### config.mk
export PLATFORM = sky130hd
export DESIGN_NAME = ascii_loader
export DESIGN_NICKNAME = d
export VERILOG_FILES = /design/src/rtl/uk101_pkg.sv /design/src/rtl/ascii_loader_fifo.sv /design/src/rtl/ascii_loader.sv
export SDC_FILE = /design/constraint.sdc
export NUM_CORES = 1
export LEC_CHECK = 0
export BUFFER_PORTS_ARGS = -buffer_cell sky130_fd_sc_hd__buf_2
export CORE_MARGIN = 8
export CORE_UTILIZATION = 67
export CTS_BUF_LIST = sky130_fd_sc_hd__clkbuf_4 sky130_fd_sc_hd__clkbuf_8 sky130_fd_sc_hd__clkbuf_16
export CTS_CLUSTER_DIAMETER = 80
export DETAILED_ROUTE_END_ITERATION = 8
export PLACE_DENSITY = 0.85
export SYNTH_ARGS = -nofsm -noshare
export SYNTH_HDL_FRONTEND = slang
export SYNTH_SLANG_ARGS = --single-unit
### constraint.sdc
create_clock -name clk -period 4.9 [get_ports clk]
set_input_delay 0.245 -clock clk [delete_from_list [all_inputs] [get_ports clk]]
set_output_delay 0.245 -clock clk [all_outputs]
set_load 0.02 [all_outputs]
### src/rtl/uk101_pkg.sv
// Shared definitions for the UK101 text loader: FSM states, ASCII control codes
// and the serial character timing helper.
package uk101_pkg;

  typedef enum logic [1:0] {
    ST_IDLE     = 2'd0,
    ST_PRESENT  = 2'd1,
    ST_WAIT_ACK = 2'd2,
    ST_GAP      = 2'd3
  } ldr_state_e;

  localparam logic [7:0]  ASCII_CR      = 8'h0D;
  localparam logic [7:0]  ASCII_LF      = 8'h0A;
  localparam int unsigned BITS_PER_CHAR = 10;

  // Clock cycles occupied by one start+8+stop character at the given baud rate.
  function automatic int unsigned char_cycles(input int unsigned clk_hz,
                                              input int unsigned baud);
    return (BITS_PER_CHAR * clk_hz) / baud;
  endfunction

endpackage

### src/rtl/ascii_loader_fifo.sv
// Byte FIFO for the text loader. A flush empties it; a push in the flush cycle
// becomes the first entry of the fresh buffer. Pushes while full are dropped.
module byte_fifo #(
  parameter int DEPTH = 16
) (
  input  logic                     clk,
  input  logic                     rst,
  input  logic                     flush_i,
  input  logic                     push_i,
  input  logic [7:0]               din_i,
  input  logic                     pop_i,
  output logic [7:0]               dout_o,
  output logic                     full_o,
  output logic                     empty_o,
  output logic [$clog2(DEPTH):0]   count_o,
  output logic [$clog2(DEPTH):0]   count_next_o
);

  localparam int AW = $clog2(DEPTH);

  logic [7:0]    mem_q [DEPTH];
  logic [AW-1:0] wr_ptr_q, wr_ptr_d, rd_ptr_q, rd_ptr_d, wr_idx;
  logic [AW:0]   count_q, count_d;
  logic          push_ok, pop_ok;

  assign full_o  = (count_q == (AW+1)'(DEPTH));
  assign empty_o = (count_q == '0);
  assign push_ok = push_i & (flush_i | ~full_o);
  assign pop_ok  = pop_i & ~empty_o & ~flush_i;
  assign wr_idx  = flush_i ? '0 : wr_ptr_q;

  always_comb begin
    if (flush_i) begin
      wr_ptr_d = AW'(push_ok);
      rd_ptr_d = '0;
      count_d  = (AW+1)'(push_ok);
    end else begin
      wr_ptr_d = wr_ptr_q + AW'(push_ok);
      rd_ptr_d = rd_ptr_q + AW'(pop_ok);
      count_d  = count_q + (AW+1)'(push_ok) - (AW+1)'(pop_ok);
    end
  end

  always_ff @(posedge clk) begin
    if (push_ok) mem_q[wr_idx] <= din_i;
  end

  always_ff @(posedge clk or posedge rst) begin
    if (rst) begin
      wr_ptr_q <= '0;
      rd_ptr_q <= '0;
      count_q  <= '0;
    end else begin
      wr_ptr_q <= wr_ptr_d;
      rd_ptr_q <= rd_ptr_d;
      count_q  <= count_d;
    end
  end

  assign dout_o       = mem_q[rd_ptr_q];
  assign count_o      = count_q;
  assign count_next_o = count_d;

endmodule

### src/rtl/ascii_loader.sv
// Paces a downloaded text file into the ACIA receive path one byte at a time,
// leaving a character time between bytes and a longer pause after each CR.
module ascii_loader
  import uk101_pkg::*;
#(
  parameter int CLK_HZ       = 50000000,
  parameter int FIFO_DEPTH   = 16,
  parameter int CR_GAP_CHARS = 16
) (
  input  logic       clk,
  input  logic       reset,
  input  logic       ioctl_download,
  input  logic       ioctl_wr,
  input  logic [7:0] ioctl_data,
  output logic       ioctl_wait,
  input  logic       baud_rate,
  output logic [7:0] rx_data,
  output logic       rx_valid,
  input  logic       rx_ack,
  output logic       busy,
  output logic       overflow
);

  localparam int unsigned CHAR_FAST = char_cycles(CLK_HZ, 9600);
  localparam int unsigned CHAR_SLOW = char_cycles(CLK_HZ, 300);
  localparam int unsigned CR_MULT   = 1 + CR_GAP_CHARS;
  localparam int unsigned GAP_MAX   = CHAR_SLOW * CR_MULT;
  localparam int          GW        = $clog2(GAP_MAX + 1);
  localparam int          CW        = $clog2(FIFO_DEPTH) + 1;

  ldr_state_e    state_q, state_d;
  logic [7:0]    rx_data_q, rx_data_d, fifo_dout;
  logic          rx_valid_q, rx_valid_d;
  logic [GW-1:0] gap_q, gap_d, gap_load;
  logic          dl_q, dl_rise, wait_q, ovf_q, ovf_d;
  logic          push_req, pop, ack_ok, fifo_full, fifo_empty;
  logic [CW-1:0] fifo_count, fifo_count_next;
  int unsigned   gap_len;

  assign dl_rise  = ioctl_download & ~dl_q;
  assign push_req = ioctl_download & ioctl_wr & (ioctl_data != ASCII_LF);
  assign ack_ok   = rx_ack & rx_valid_q;
  assign ovf_d    = dl_rise ? 1'b0 : (ovf_q | (push_req & fifo_full));

  byte_fifo #(.DEPTH(FIFO_DEPTH)) u_fifo (
    .clk          (clk),
    .rst          (reset),
    .flush_i      (dl_rise),
    .push_i       (push_req),
    .din_i        (ioctl_data),
    .pop_i        (pop),
    .dout_o       (fifo_dout),
    .full_o       (fifo_full),
    .empty_o      (fifo_empty),
    .count_o      (fifo_count),
    .count_next_o (fifo_count_next)
  );

  // Baud rate is sampled only when a gap is loaded, so a change mid-gap waits for the next byte.
  always_comb begin
    gap_len = baud_rate ? CHAR_SLOW : CHAR_FAST;
    if (rx_data_q == ASCII_CR) gap_len = gap_len * CR_MULT;
    gap_load = GW'(gap_len - 1);
  end

  always_ff @(posedge clk or posedge reset) begin
    if (reset) begin
      state_q    <= ST_IDLE;
      rx_data_q  <= '0;
      rx_valid_q <= 1'b0;
      gap_q      <= '0;
      dl_q       <= 1'b0;
      wait_q     <= 1'b0;
      ovf_q      <= 1'b0;
    end else begin
      state_q    <= state_d;
      rx_data_q  <= rx_data_d;
      rx_valid_q <= rx_valid_d;
      gap_q      <= gap_d;
      dl_q       <= ioctl_download;
      wait_q     <= (fifo_count_next >= CW'(FIFO_DEPTH - 2));
      ovf_q      <= ovf_d;
    end
  end

  always_comb begin
    state_d = state_q;
    if (dl_rise) begin
      state_d = ST_IDLE;
    end else begin
      case (state_q)
        ST_IDLE:     if (!fifo_empty) state_d = ST_PRESENT;
        ST_PRESENT:  state_d = ST_WAIT_ACK;
        ST_WAIT_ACK: if (ack_ok) state_d = ST_GAP;
        ST_GAP:      if (gap_q == '0) state_d = ST_IDLE;
        default:     state_d = ST_IDLE;
      endcase
    end
  end

  always_comb begin
    pop        = 1'b0;
    rx_data_d  = rx_data_q;
    rx_valid_d = rx_valid_q;
    gap_d      = gap_q;
    if (dl_rise) begin
      rx_valid_d = 1'b0;
      gap_d      = '0;
    end else begin
      case (state_q)
        ST_IDLE: begin
          if (!fifo_empty) begin
            pop       = 1'b1;
            rx_data_d = fifo_dout;
          end
        end
        ST_PRESENT:  rx_valid_d = 1'b1;
        ST_WAIT_ACK: begin
          if (ack_ok) begin
            rx_valid_d = 1'b0;
            gap_d      = gap_load;
          end
        end
        ST_GAP:      if (gap_q != '0) gap_d = gap_q - GW'(1);
        default:     ;
      endcase
    end
  end

  assign rx_data    = rx_data_q;
  assign rx_valid   = rx_valid_q;
  assign ioctl_wait = wait_q;
  assign overflow   = ovf_q;
  assign busy       = ~reset & (ioctl_download | (fifo_count != '0) | (state_q != ST_IDLE));

endmodule

==> summary.md, run 1 <==
| Metric | Value |
|---|---|
| Synth Instances | `586` |
| Warnings from Yosys | `0` |
| Cell Chain, Critical Path | `nor4bb_1 > nand2_1 > inv_1 > ha_1 > nor3b_1 > o221ai_1 > nor3_1 > nand4_1 > or4_1 > o211ai_1` |
| CTS tree | `yes` |
| Largest net degree at the start of global routing | `53` |
| Relative slew slack | `0.272` |
| Cell taking the most area after synthesis | `edfxtp_1` |
| H-tree depth reported by CTS | `4` |
| Drt wl/cell | `~24 um` |
| Core area | `12400 um2` |
| CP Launch Type | `register` |
| Period utilization | `0.714` |
| Worst Max-Slew Pin Slew | `1.09 ns` |
| EDFF count, synth | `128` |
| TNS Setup | `0 ns` |
| Worst Path Arrival | `3.85 ns` |
| DIE WIDTH | `between 100 and 150 um` |
| Synth unique cells | `69` |
| Cell count after placement | `762` |
| Final setup skew | `0.00908 ns` |
| Leakage | `between 3 and 4 nW` |
| Status | `finished, final reports clean` |
| Critical Path Max Stage Delay | `just over 0.7 ns` |
| Buf/Inv on CP | `1` |
| Count leader, synth | `edfxtp_1` |
| Clk root buf | `clkbuf_16` |
| Final hold violations | `0` |
| Antenna violations before repair | `0` |
| # setup viols final | `0` |
| Vias in the first global route | `5526` |
| Hpwl dp | `12500 um` |
| Final Critical Period | `3.50 ns` |
| Yosys reg bits | `180` |
| Area of the die | `16300 um2` |
| Post-CTS Setup Bufs | `0` |
| Kind of critical path | `reg2reg` |
| Pre-antenna DRT Iters | `5` |
| Worst-path fanout max | `8` |
| Most frequent cells after synthesis | `edfxtp_1 (128), nor2_1 (59), dfrtp_1 (52)` |
| Total number of vias | `5408` |
| Post-CTS Resized | `0` |
| Mapped Area | `8370 um2` |
| Main synth FF type | `edfxtp_1` |
| Max Slew Vio Count | `0` |
| Residual DRC | `0` |
| Worst Path Required | `5.25 ns` |
| Ant. Diodes | `0` |
| CP delay by family, top | `simple AND/OR/NAND/NOR gates` |
| Syn-to-layout area delta | `10.3%` |
| Final ANT Viol Nets | `0` |
| Fraction of registers with async set/reset | `0.289` |
| Cts bufs inserted | `17` |
| CP Depth | `10` |
| Post-synth top area share | `0.459` |
| First-pass GRT wire length | `30200 um` |
| Initial drt markers | `896` |
| Average size of a mapped cell | `14.3 um2` |
| Die Span Y | `128 um` |
| Sequential element share of the synthesized area | `0.615` |
| Hold Path Class | `in2async` |
| GRT Overall Usage | `0.248` |
| Syn nets | `slightly above 600` |
| Clock Pin Slew Worst Setup and Hold Paths | `0.07 ns` |
| GP Congestion | `0.943` |
| Top post-synthesis cells by area | `edfxtp_1 (46%), dfrtp_1 (16%), mux4_2 (11%), ha_1 (3.1%), nor2_1 (2.6%)` |
| Worst skew pair latency | `0.43 ns` |
| Final nets | `646` |
| Starting density of the core | `0.674` |
| Slowest-stage cell, CP | `nor3_1` |
| Achievable Freq | `286 MHz` |
| Clk sink count | `180` |
| Worst R2R Path Depth | `10` |
| CP Capture Type | `register` |
| GRT Residual Overflow | `0` |
| Finished Layout Cells | `795` |
| Worst vdd ir | `0.535 mV` |
| RSZ-0062 raised after global routing | `no` |
| Pwr per Cell Area | `538 nW/um2` |
| Fraction of layout cells with a size suffix above 1 | `0.204` |
| Vias per inst | `6.80` |
| I/O Pins | `26` |
| Final WL | `19000 um` |
| CTS Buffer Depth | `2` |
| Max Cap Violations | `0` |
| Buffers added on ports | `25` |
| FP Rows | `41` |
power by group:
| group | switching [W] | internal [W] | total [W] |
|---|---|---|---|
| registers | 0.000207 | 0.00180 | 0.00201 |
| logic | 0.000935 | 0.000720 | 0.00165 |
| clock network | 0.000626 | 0.000679 | 0.00130 |
state kept, by name, summed over array words and instances (netlist names):
| signal | cells |
|---|---|
| dl_q | 1 |
| gap_q | 25 |
| ioctl_wait | 1 |
| overflow | 1 |
| rx_data | 8 |
| rx_valid | 1 |
| state_q | 2 |
| u_fifo.count_o | 5 |
| u_fifo.mem_q | 128 |
| u_fifo.rd_ptr_q | 4 |
| u_fifo.wr_ptr_q | 4 |
final timing paths:
kind,startpoint,endpoint,slack (ns)
max in group asynchronous,reset,u_fifo.rd_ptr_q[0]$_DFF_PP0_,4.07
max,rx_data[4]$_DFFE_PP0P_,gap_q[16]$_DFFE_PP0P_,1.40
min in group clk,rx_ack,rx_valid$_DFFE_PP0P_,0.12
max reg2reg,rx_data[4]$_DFFE_PP0P_,gap_q[16]$_DFFE_PP0P_,1.40
min reg2reg,gap_q[17]$_DFFE_PP0P_,gap_q[17]$_DFFE_PP0P_,0.55
min,reset,gap_q[23]$_DFFE_PP0P_,0.09
cell usage in the layout (no fill, tap or decap), types with 5 or more instances in the layout:
master and instances:
edfxtp_1 128, nor2_1 59, dfrtp_1 51, mux4_2 40, inv_1 25, buf_2 25, a21oi_1 22, ha_1 21
nand2_1 19, o21ai_0 19, clkbuf_16 17, a31oi_1 12, nand2b_1 9, nand3_1 9, mux2_2 9, nor3_1 9
a21o_1 7, buf_4 7, nand4_1 6, and2_1 6, nand3b_1 6, nor4_1 5, a22oi_1 5, o32ai_1 5
final cells by class:
class	count	area [um2]
inverter	26	97.6
clock inverter	14	140
clock buffer	18	433
timing repair buffer	33	188
sequential	180	5150
multi-input combinational	352	3020
fill	745	3180
tap	172	215
cells by family after synthesis:
| group | share of synthesized area |
|---|---|
| and+or+nand+nor | 0.108 |
| muxes | 0.125 |
| AOI/OAI and AO/OA | 0.0848 |
| xor gates and xnor gates | 0.00837 |
| DFF | 0.615 |
| buffers and inverters | 0.0259 |
| adders and majority gates | 0.0338 |
metrics by stage:
step	instance area (um2)	hold slack, ns	setup slack (ns)	power, W	utilization
after floorplan	8370	0.276	1.77	0.00320	-
after global placement	8650	0.416	1.58	0.00354	0.697
after detailed placement	8650	0.420	1.49	0.00365	0.697
after CTS	9240	0.116	1.46	0.00496	0.744
after global routing	9240	0.130	1.13	0.00520	0.744
final	9240	0.0907	1.40	0.00497	0.744
layer usage:
layer | GRT usage | share of wire | vias to the layer above
met5 | 0 | 0 | -
met4 | 0.101 | 0.025 | 0
met3 | 0.0607 | 0.084 | 52
met2 | 0.409 | 0.50 | 312
met1 | 0.309 | 0.39 | 2711
li1 | - | - | 2333
what timing repair did:
action | CTS | global route
setup endpoints to repair | 0 | 0
endpoints found under the hold margin | 1 | 0
hold buffers | 1 | 0
(Power assumes the default switching activity.)
==> run 2, diff against run 1 <==
--- a/config.mk
+++ b/config.mk
@@ -7,11 +7,11 @@
 export LEC_CHECK = 0
 export BUFFER_PORTS_ARGS = -buffer_cell sky130_fd_sc_hd__buf_2
 export CORE_MARGIN = 8
-export CORE_UTILIZATION = 67
+export CORE_UTILIZATION = 62
 export CTS_BUF_LIST = sky130_fd_sc_hd__clkbuf_4 sky130_fd_sc_hd__clkbuf_8 sky130_fd_sc_hd__clkbuf_16
 export CTS_CLUSTER_DIAMETER = 80
 export DETAILED_ROUTE_END_ITERATION = 8
-export PLACE_DENSITY = 0.85
+export PLACE_DENSITY = 0.79
 export SYNTH_ARGS = -nofsm -noshare
 export SYNTH_HDL_FRONTEND = slang
 export SYNTH_SLANG_ARGS = --single-unit
==> constraint.sdc (replaced) <==
create_clock -name clk -period 3.4 [get_ports clk]
set_input_delay 0.17 -clock clk [delete_from_list [all_inputs] [get_ports clk]]
set_output_delay 0.17 -clock clk [all_outputs]
set_load 0.02 [all_outputs]
==> run 2 against run 1 <==
Compared with the run above:
- register-to-register slack lost 1.2 ns
- clock power rose by 61%
- fmax rose by 10%
- wire length is 4.7% higher
- final area is 3.2% higher
- combinational power increased by 52%
- clock-buffer cell count down 1
- largest power group unchanged
- highest routed layer unchanged
==> summary.md, run 2 (same netlist as run 1, synthesis figures left out) <==
| Metric | Value |
|---|---|
| Register with the most flip-flops | `u_fifo.mem_q` |
| TNS Setup | `0 ns (unchanged)` |
| Post-CTS Setup Bufs | `0 (unchanged)` |
| Worst skew pair latency | `0.44 ns (about the same)` |
| RSZ-0062 raised after global routing | `no` |
| Worst R2R Path Depth | `11 (+1)` |
| Kind of critical path | `reg2reg` |
| Vias per inst | `6.71 (-1.4%)` |
| Antenna violations before repair | `0 (unchanged)` |
| Slowest-stage cell, CP | `dfrtp_1` |
| GRT Overall Usage | `0.236 (-0.0115)` |
| FF/Latch Area | `5150 um2 (unchanged)` |
| GRT Residual Overflow | `0 (unchanged)` |
| Hold Path Class | `in2reg` |
| Final WL | `19900 um (+4.7%)` |
| Buffers added on ports | `25 (unchanged)` |
| Total number of vias | `5527 (+2.2%)` |
| Clock Pin Slew Worst Setup and Hold Paths | `0.08 ns (about the same)` |
| Final Critical Period | `3.17 ns (-0.323 ns)` |
| Buf/Inv on CP | `2 (+1)` |
| Hold depth | `3` |
| CP delay by family, top | `simple AND/OR/NAND/NOR gates` |
| Status | `finished, final reports clean` |
| DIE WIDTH | `132 um (+3.5%)` |
| FF-to-FF End | `gap_q[16]$_DFFE_PP0P_` |
| Hold Crit Endpoint | `rx_valid$_DFFE_PP0P_` |
| Final hold violations | `0 (unchanged)` |
| Final ANT Viol Nets | `0 (unchanged)` |
| FILL cells | `824 (+11%)` |
| Syn-to-layout area delta | `13.9%` |
| Worst r2r src | `rx_data[6]$_DFFE_PP0P_` |
| Most frequent cells in the layout | `edfxtp_1 (128), nor2_1 (59), dfrtp_1 (51)` |
| Vias in the first global route | `5487 (-0.71%)` |
| Worst vdd ir | `0.474 mV (-11%)` |
| H-tree depth reported by CTS | `4 (unchanged)` |
| Worst-path fanout max | `8 (unchanged)` |
| Reg power frac | `0.386 (-0.018)` |
| Leakage | `3.48 nW (+5.3%)` |
| Internal power | `0.00485 W (+52%)` |
| Combinational share of power | `0.335 (+0.002)` |
| Total power | `0.00749 W (+51%)` |
| Clk root buf | `clkbuf_16` |
| Max FFs per register | `128 (unchanged)` |
| Cell Chain, Critical Path | `nor4b_4 > nand2_2 > inv_1 > ha_1 > nor3b_1 > o221ai_1 > nor3_1 > buf_4 > nand4_1 > or4_1 > o211ai_1` |
| Starting density of the core | `0.635 (-0.0397)` |
| Cts bufs inserted | `17 (unchanged)` |
| Critical Path Max Stage Delay | `0.46 ns (-0.26 ns)` |
| First-pass GRT wire length | `31700 um (+4.9%)` |
| Clk sink count | `180 (unchanged)` |
| I/O Pins | `26 (unchanged)` |
| Hpwl dp | `13100 um (+4.3%)` |
| Relative slew slack | `0.341 (+0.0695)` |
| Achievable Freq | `315 MHz (+10%)` |
| Pre-antenna DRT Iters | `6 (+1)` |
| FP Rows | `42 (+2.4%)` |
| Final setup skew | `0.0104 ns (+0.00130 ns)` |
| Clock power frac | `0.279 (+0.016)` |
| Final nets | `671 (+3.9%)` |
| Area of the die | `17500 um2 (+7.0%)` |
| Multi-input gate area | `3060 um2 (+1.3%)` |
| Period utilization | `0.934 (+0.220)` |
| Pwr per Cell Area | `785 nW/um2 (+46%)` |
| Max Slew Vio Count | `0 (unchanged)` |
| CTS Buffer Depth | `2 (unchanged)` |
| Die Span Y | `132 um (+3.5%)` |
| Ant. Diodes | `0 (unchanged)` |
| Switching pwr | `0.00263 W (+49%)` |
| Hold slack | `0.0589 ns (-0.0318 ns)` |
| Worst Path Arrival | `3.53 ns (-0.32 ns)` |
| Drt wl/cell | `24.2 um (+1.1%)` |
| # setup viols final | `0 (unchanged)` |
| Residual DRC | `0 (unchanged)` |
| Hold_sp | `rx_ack` |
| Worst Max-Slew Pin Slew | `0.988 ns (-0.103 ns)` |
| Core area | `13200 um2 (+6.2%)` |
| Initial drt markers | `658 (-27%)` |
| Fraction of layout cells with a size suffix above 1 | `0.242 (+0.0384)` |
| Largest net degree at the start of global routing | `40 (-25%)` |
| Commonest non-fill, non-tap cell in the layout | `edfxtp_1` |
| R2R Setup Slk | `0.23 ns (-1.18 ns)` |
| Worst Path Required | `3.75 ns (-1.50 ns)` |
| CP Capture Type | `register` |
| Max Cap Violations | `0 (unchanged)` |
| GP Congestion | `0.870 (-7.8%)` |
| CTS tree | `yes` |
| CP Launch Type | `register` |
| Switching Share | `0.352 (-0.00401)` |
run 2: cell type report:
type,instances,area share
Clock buffer,17,0.0446
Tap cell,176,0.0231
Multi-Input combinational cell,352,0.321
Timing Repair Buffer,58,0.0396
Sequential cell,180,0.540
Clock inverter,15,0.0220
Inverter,26,0.0102
run 2: timing repair:
item | in CTS | in global routing
gates resized for setup | 1 | 6
hold endpoints to repair | 39 | 0
hold buffers | 2 | 0
endpoints found under the setup margin | 8 | 3
pin swaps | 0 | 0
run 2: worst max path at each step:
| stage | start | cells past startpoint | to | slack, ns |
|---|---|---|---|---|
| after detailed placement | rx_data[6]$_DFFE_PP0P_ | 11 | gap_q[16]$_DFFE_PP0P_ | -0.09 |
| final | rx_data[6]$_DFFE_PP0P_ | 11 | gap_q[16]$_DFFE_PP0P_ | 0.23 |
| after global routing | rx_data[4]$_DFFE_PP0P_ | 11 | gap_q[16]$_DFFE_PP0P_ | 0.08 |
| after floorplan | state_q[1]$_DFFE_PP0P_ | 11 | gap_q[16]$_DFFE_PP0P_ | 0.27 |
| after CTS | rx_data[6]$_DFFE_PP0P_ | 10 | gap_q[23]$_DFFE_PP0P_ | 0.14 |
| after global placement | rx_data[6]$_DFFE_PP0P_ | 10 | gap_q[23]$_DFFE_PP0P_ | 0.13 |
run 2: power groups by stage:
stage | Combinational, W | Clock, W | Sequential (W)
finish | 0.00251 | 0.00209 | 0.00289
global route | 0.00274 | 0.00218 | 0.00292
floorplan | 0.00174 | 0 | 0.00287
global placement | 0.00237 | 0 | 0.00288
detailed placement | 0.00245 | 0 | 0.00290
CTS | 0.00249 | 0.00210 | 0.00287
run 2: tightest hold or removal path, stage by stage:
cell	delay (ns)
buf_2	0.11
nand2b_1	0.10
a21oi_1	0.06
run 2: per-stage QoR:
| step | std cells | worst slack [ns] | instance area, um2 | util |
|---|---|---|---|---|
| global route | 824 | 0.0785 | 9530 | 0.723 |
| floorplan | 586 | 0.268 | 8370 | - |
| finish | 824 | 0.225 | 9530 | 0.723 |
| CTS | 824 | 0.137 | 9500 | 0.720 |
| detailed placement | 790 | -0.0896 | 8840 | 0.670 |
| global placement | 790 | 0.130 | 8840 | 0.670 |
run 2: routing by layer:
| layer | GRT usage | share of wire |
|---|---|---|
| met4 | 0.0757 | 0.022 |
| met1 | 0.325 | 0.41 |
| met5 | 0 | 0 |
| met2 | 0.373 | 0.49 |
| met3 | 0.0457 | 0.081 |
==> run 3, diff against run 2 <==
--- a/config.mk
+++ b/config.mk
@@ -12,6 +12,7 @@
 export CTS_CLUSTER_DIAMETER = 80
 export DETAILED_ROUTE_END_ITERATION = 8
 export PLACE_DENSITY = 0.79
+export SKIP_LAST_GASP = 1
 export SYNTH_ARGS = -nofsm -noshare
 export SYNTH_HDL_FRONTEND = slang
 export SYNTH_SLANG_ARGS = --single-unit
==> constraint.sdc (replaced) <==
create_clock -name clk -period 3.53 [get_ports clk]
set_input_delay 0.1765 -clock clk [delete_from_list [all_inputs] [get_ports clk]]
set_output_delay 0.1765 -clock clk [all_outputs]
set_load 0.02 [all_outputs]
==> run 3 against run 2 <==
Compared with the run above:
- wire length is 0.23% lower
- sequential power shrank 4%
- die area unchanged
- combinational power decreased by 5%
- fmax fell by 1.9%
- utilization decreased by 1.2 points
- flip-flop and latch count unchanged
- power fell by 6.5%
- sequential share of layout area increased by 0.91 points
==> summary.md, run 3 (same netlist as run 1, synthesis figures left out) <==
| Metric | Value |
|---|---|
| Final Critical Period | `3.24 ns (+0.0604 ns)` |
| R2R Setup Slk | `0.29 ns (+0.07 ns)` |
| Final setup skew | `0.0139 ns (+0.00353 ns)` |
| CP Capture Type | `register` |
| Pwr per Cell Area | `747 nW/um2 (-4.9%)` |
| FP Rows | `42 (unchanged)` |
| Worst r2r src | `rx_data[6]$_DFFE_PP0P_` |
| Hold depth | `3 (unchanged)` |
| Vias in the first global route | `5368 (-2.2%)` |
| RSZ-0062 raised after global routing | `no` |
| Residual DRC | `0 (unchanged)` |
| Max Cap Violations | `0 (unchanged)` |
| GRT Overall Usage | `0.237 (+0.00117)` |
| Cell Chain, Critical Path | `nor4b_1 > nand2_1 > inv_1 > ha_1 > nand2b_1 > o32ai_1 > nand4b_2 > nor4b_4 > nor4b_1 > nor4_1` |
| # setup viols final | `0 (unchanged)` |
| Buffers added on ports | `25 (unchanged)` |
| DIE WIDTH | `132 um (unchanged)` |
| Worst Path Arrival | `3.52 ns (about the same)` |
| H-tree depth reported by CTS | `4 (unchanged)` |
| Achievable Freq | `309 MHz (-1.9%)` |
| Final WL | `19900 um (-0.23%)` |
| Largest net degree at the start of global routing | `53 (+33%)` |
| Slowest-stage cell, CP | `dfrtp_1` |
| Final nets | `661 (-1.5%)` |
| Worst skew pair latency | `0.43 ns (about the same)` |
| Period utilization | `0.916 (-0.0173)` |
| Relative slew slack | `0.215 (-0.126)` |
| Vias per inst | `6.74 (+0.50%)` |
| Leakage | `3.39 nW (-2.5%)` |
| Cts bufs inserted | `17 (unchanged)` |
| Pre-antenna DRT Iters | `7 (+1)` |
| Area of the die | `17500 um2 (unchanged)` |
| TNS Setup | `0 ns (unchanged)` |
| Buf/Inv on CP | `1 (-1)` |
| Worst Path Required | `3.82 ns (+0.07 ns)` |
| Ant. Diodes | `0 (unchanged)` |
| Critical Path Max Stage Delay | `0.42 ns (-0.04 ns)` |
| CP dominant cell by count | `nor4b_1` |
| Worst R2R Path Depth | `10 (-1)` |
| Final hold violations | `0 (unchanged)` |
| Core area | `13200 um2 (unchanged)` |
| Total number of vias | `5487 (-0.72%)` |
| Syn-to-layout area delta | `12.0%` |
| CTS tree | `yes` |
| CTS Buffer Depth | `2 (unchanged)` |
| Fraction of layout cells with a size suffix above 1 | `0.223 (-0.0197)` |
| Worst Max-Slew Pin Slew | `1.18 ns (+0.188 ns)` |
| CP delay by family, top | `simple AND/OR/NAND/NOR gates` |
| Starting density of the core | `0.635 (unchanged)` |
| Hold_sp | `rx_ack` |
| CP Launch Type | `register` |
| Kind of critical path | `reg2reg` |
| Clock Pin Slew Worst Setup and Hold Paths | `0.07 ns (about the same)` |
| Total power | `0.00700 W (-6.5%)` |
| I/O Pins | `26 (unchanged)` |
| Commonest non-fill, non-tap cell in the layout | `edfxtp_1` |
| First-pass GRT wire length | `31400 um (-0.98%)` |
| FILL cells | `873 (+5.9%)` |
| Die Span Y | `132 um (unchanged)` |
| Worst vdd ir | `0.420 mV (-11%)` |
| Status | `finished, final reports clean` |
| Antenna violations before repair | `0 (unchanged)` |
| Hpwl dp | `13200 um (+1.3%)` |
| Clk root buf | `clkbuf_16` |
| FF-to-FF End | `gap_q[23]$_DFFE_PP0P_` |
| Post-CTS Resized | `0 (-1)` |
| Initial drt markers | `727 (+10%)` |
| Most frequent cells in the layout | `edfxtp_1 (128), nor2_1 (59), dfrtp_1 (51)` |
| GRT Residual Overflow | `0 (unchanged)` |
| Hold Crit Endpoint | `rx_valid$_DFFE_PP0P_` |
| Hold Path Class | `in2reg` |
| Max Slew Vio Count | `0 (unchanged)` |
| GP Congestion | `0.862 (-0.92%)` |
| Max FFs per register | `128 (unchanged)` |
| Drt wl/cell | `24.4 um (+1.0%)` |
| Worst-path fanout max | `7 (-1)` |
| Register with the most flip-flops | `u_fifo.mem_q` |
| Clk sink count | `180 (unchanged)` |
| Final ANT Viol Nets | `0 (unchanged)` |
[run 3: cell count changes in the layout (fill, tap and decap cells not counted), sizes merged]
| cell | before | now |
|---|---|---|
| buf | 56 | 47 |
| bufinv | 2 | 0 |
| clkinvlp | 0 | 2 |
| dlygate4sd3 | 2 | 1 |
[run 3: per-layer routing]
layer	up-vias	share of wire	track usage
li1	2373	-	-
met1	2760	0.41	0.325
met2	322	0.50	0.378
met3	32	0.081	0.0484
met4	0	0.018	0.0700
met5	-	0	0
[run 3: tightest hold or removal path, delay by kind of cell]
kind / cells / cell delay (ns)
and+or+nand+nor: 1 / 0.10
buffers and inverters: 1 / 0.11
AOI/OAI and AO/OA: 1 / 0.05
[run 3: worst max-delay path by stage]
stage / from / end / slack (ns) / cells after the start
floorplan: state_q[1]$_DFFE_PP0P_ / gap_q[16]$_DFFE_PP0P_ / 0.40 / 11
global placement: rx_data[6]$_DFFE_PP0P_ / gap_q[18]$_DFFE_PP0P_ / 0.44 / 11
detailed placement: rx_data[6]$_DFFE_PP0P_ / gap_q[16]$_DFFE_PP0P_ / 0.36 / 11
CTS: rx_data[6]$_DFFE_PP0P_ / gap_q[16]$_DFFE_PP0P_ / 0.32 / 11
global route: rx_data[6]$_DFFE_PP0P_ / gap_q[16]$_DFFE_PP0P_ / 0.005 / 11
finish: rx_data[6]$_DFFE_PP0P_ / gap_q[23]$_DFFE_PP0P_ / 0.29 / 10
[run 3: stage by stage]
stage / hold slack (ns) / worst slack (ns) / cells / cell area (um2) / utilization
3_3_place_gp: 0.365 / 0.442 / 781 / 8780 / 0.666
6_report: 0.0480 / 0.295 / 814 / 9380 / 0.711
5_1_grt: 0.0558 / 0.00529 / 814 / 9380 / 0.711
2_1_floorplan: 0.208 / 0.398 / 586 / 8370 / -
4_1_cts: 0.0312 / 0.321 / 814 / 9380 / 0.711
3_5_place_dp: 0.364 / 0.363 / 781 / 8780 / 0.666
[run 3: what timing repair did]
action	CTS	global route
buffers inserted	0	0
hold endpoints to repair	1	0
hold buffers	1	0
setup endpoints to repair	0	0
[run 3: power breakdown]
part	leakage, nW	switching (W)	internal, W	total [W]
registers	1.82	0.000274	0.00250	0.00277
clock network	0.280	0.000894	0.000945	0.00184
logic	1.29	0.00133	0.00106	0.00239
total	3.39	0.00250	0.00450	0.00700
[run 3: final cells by class]
cell class,instances,area [um2],area share
timing repair buffer,48,313,0.0334
multi-input combinational,352,3020,0.322
sequential,180,5150,0.549
clock buffer,17,425,0.0454
clock inverter,15,158,0.0168
inverter,26,97.6,0.0104
tap,176,220,0.0235
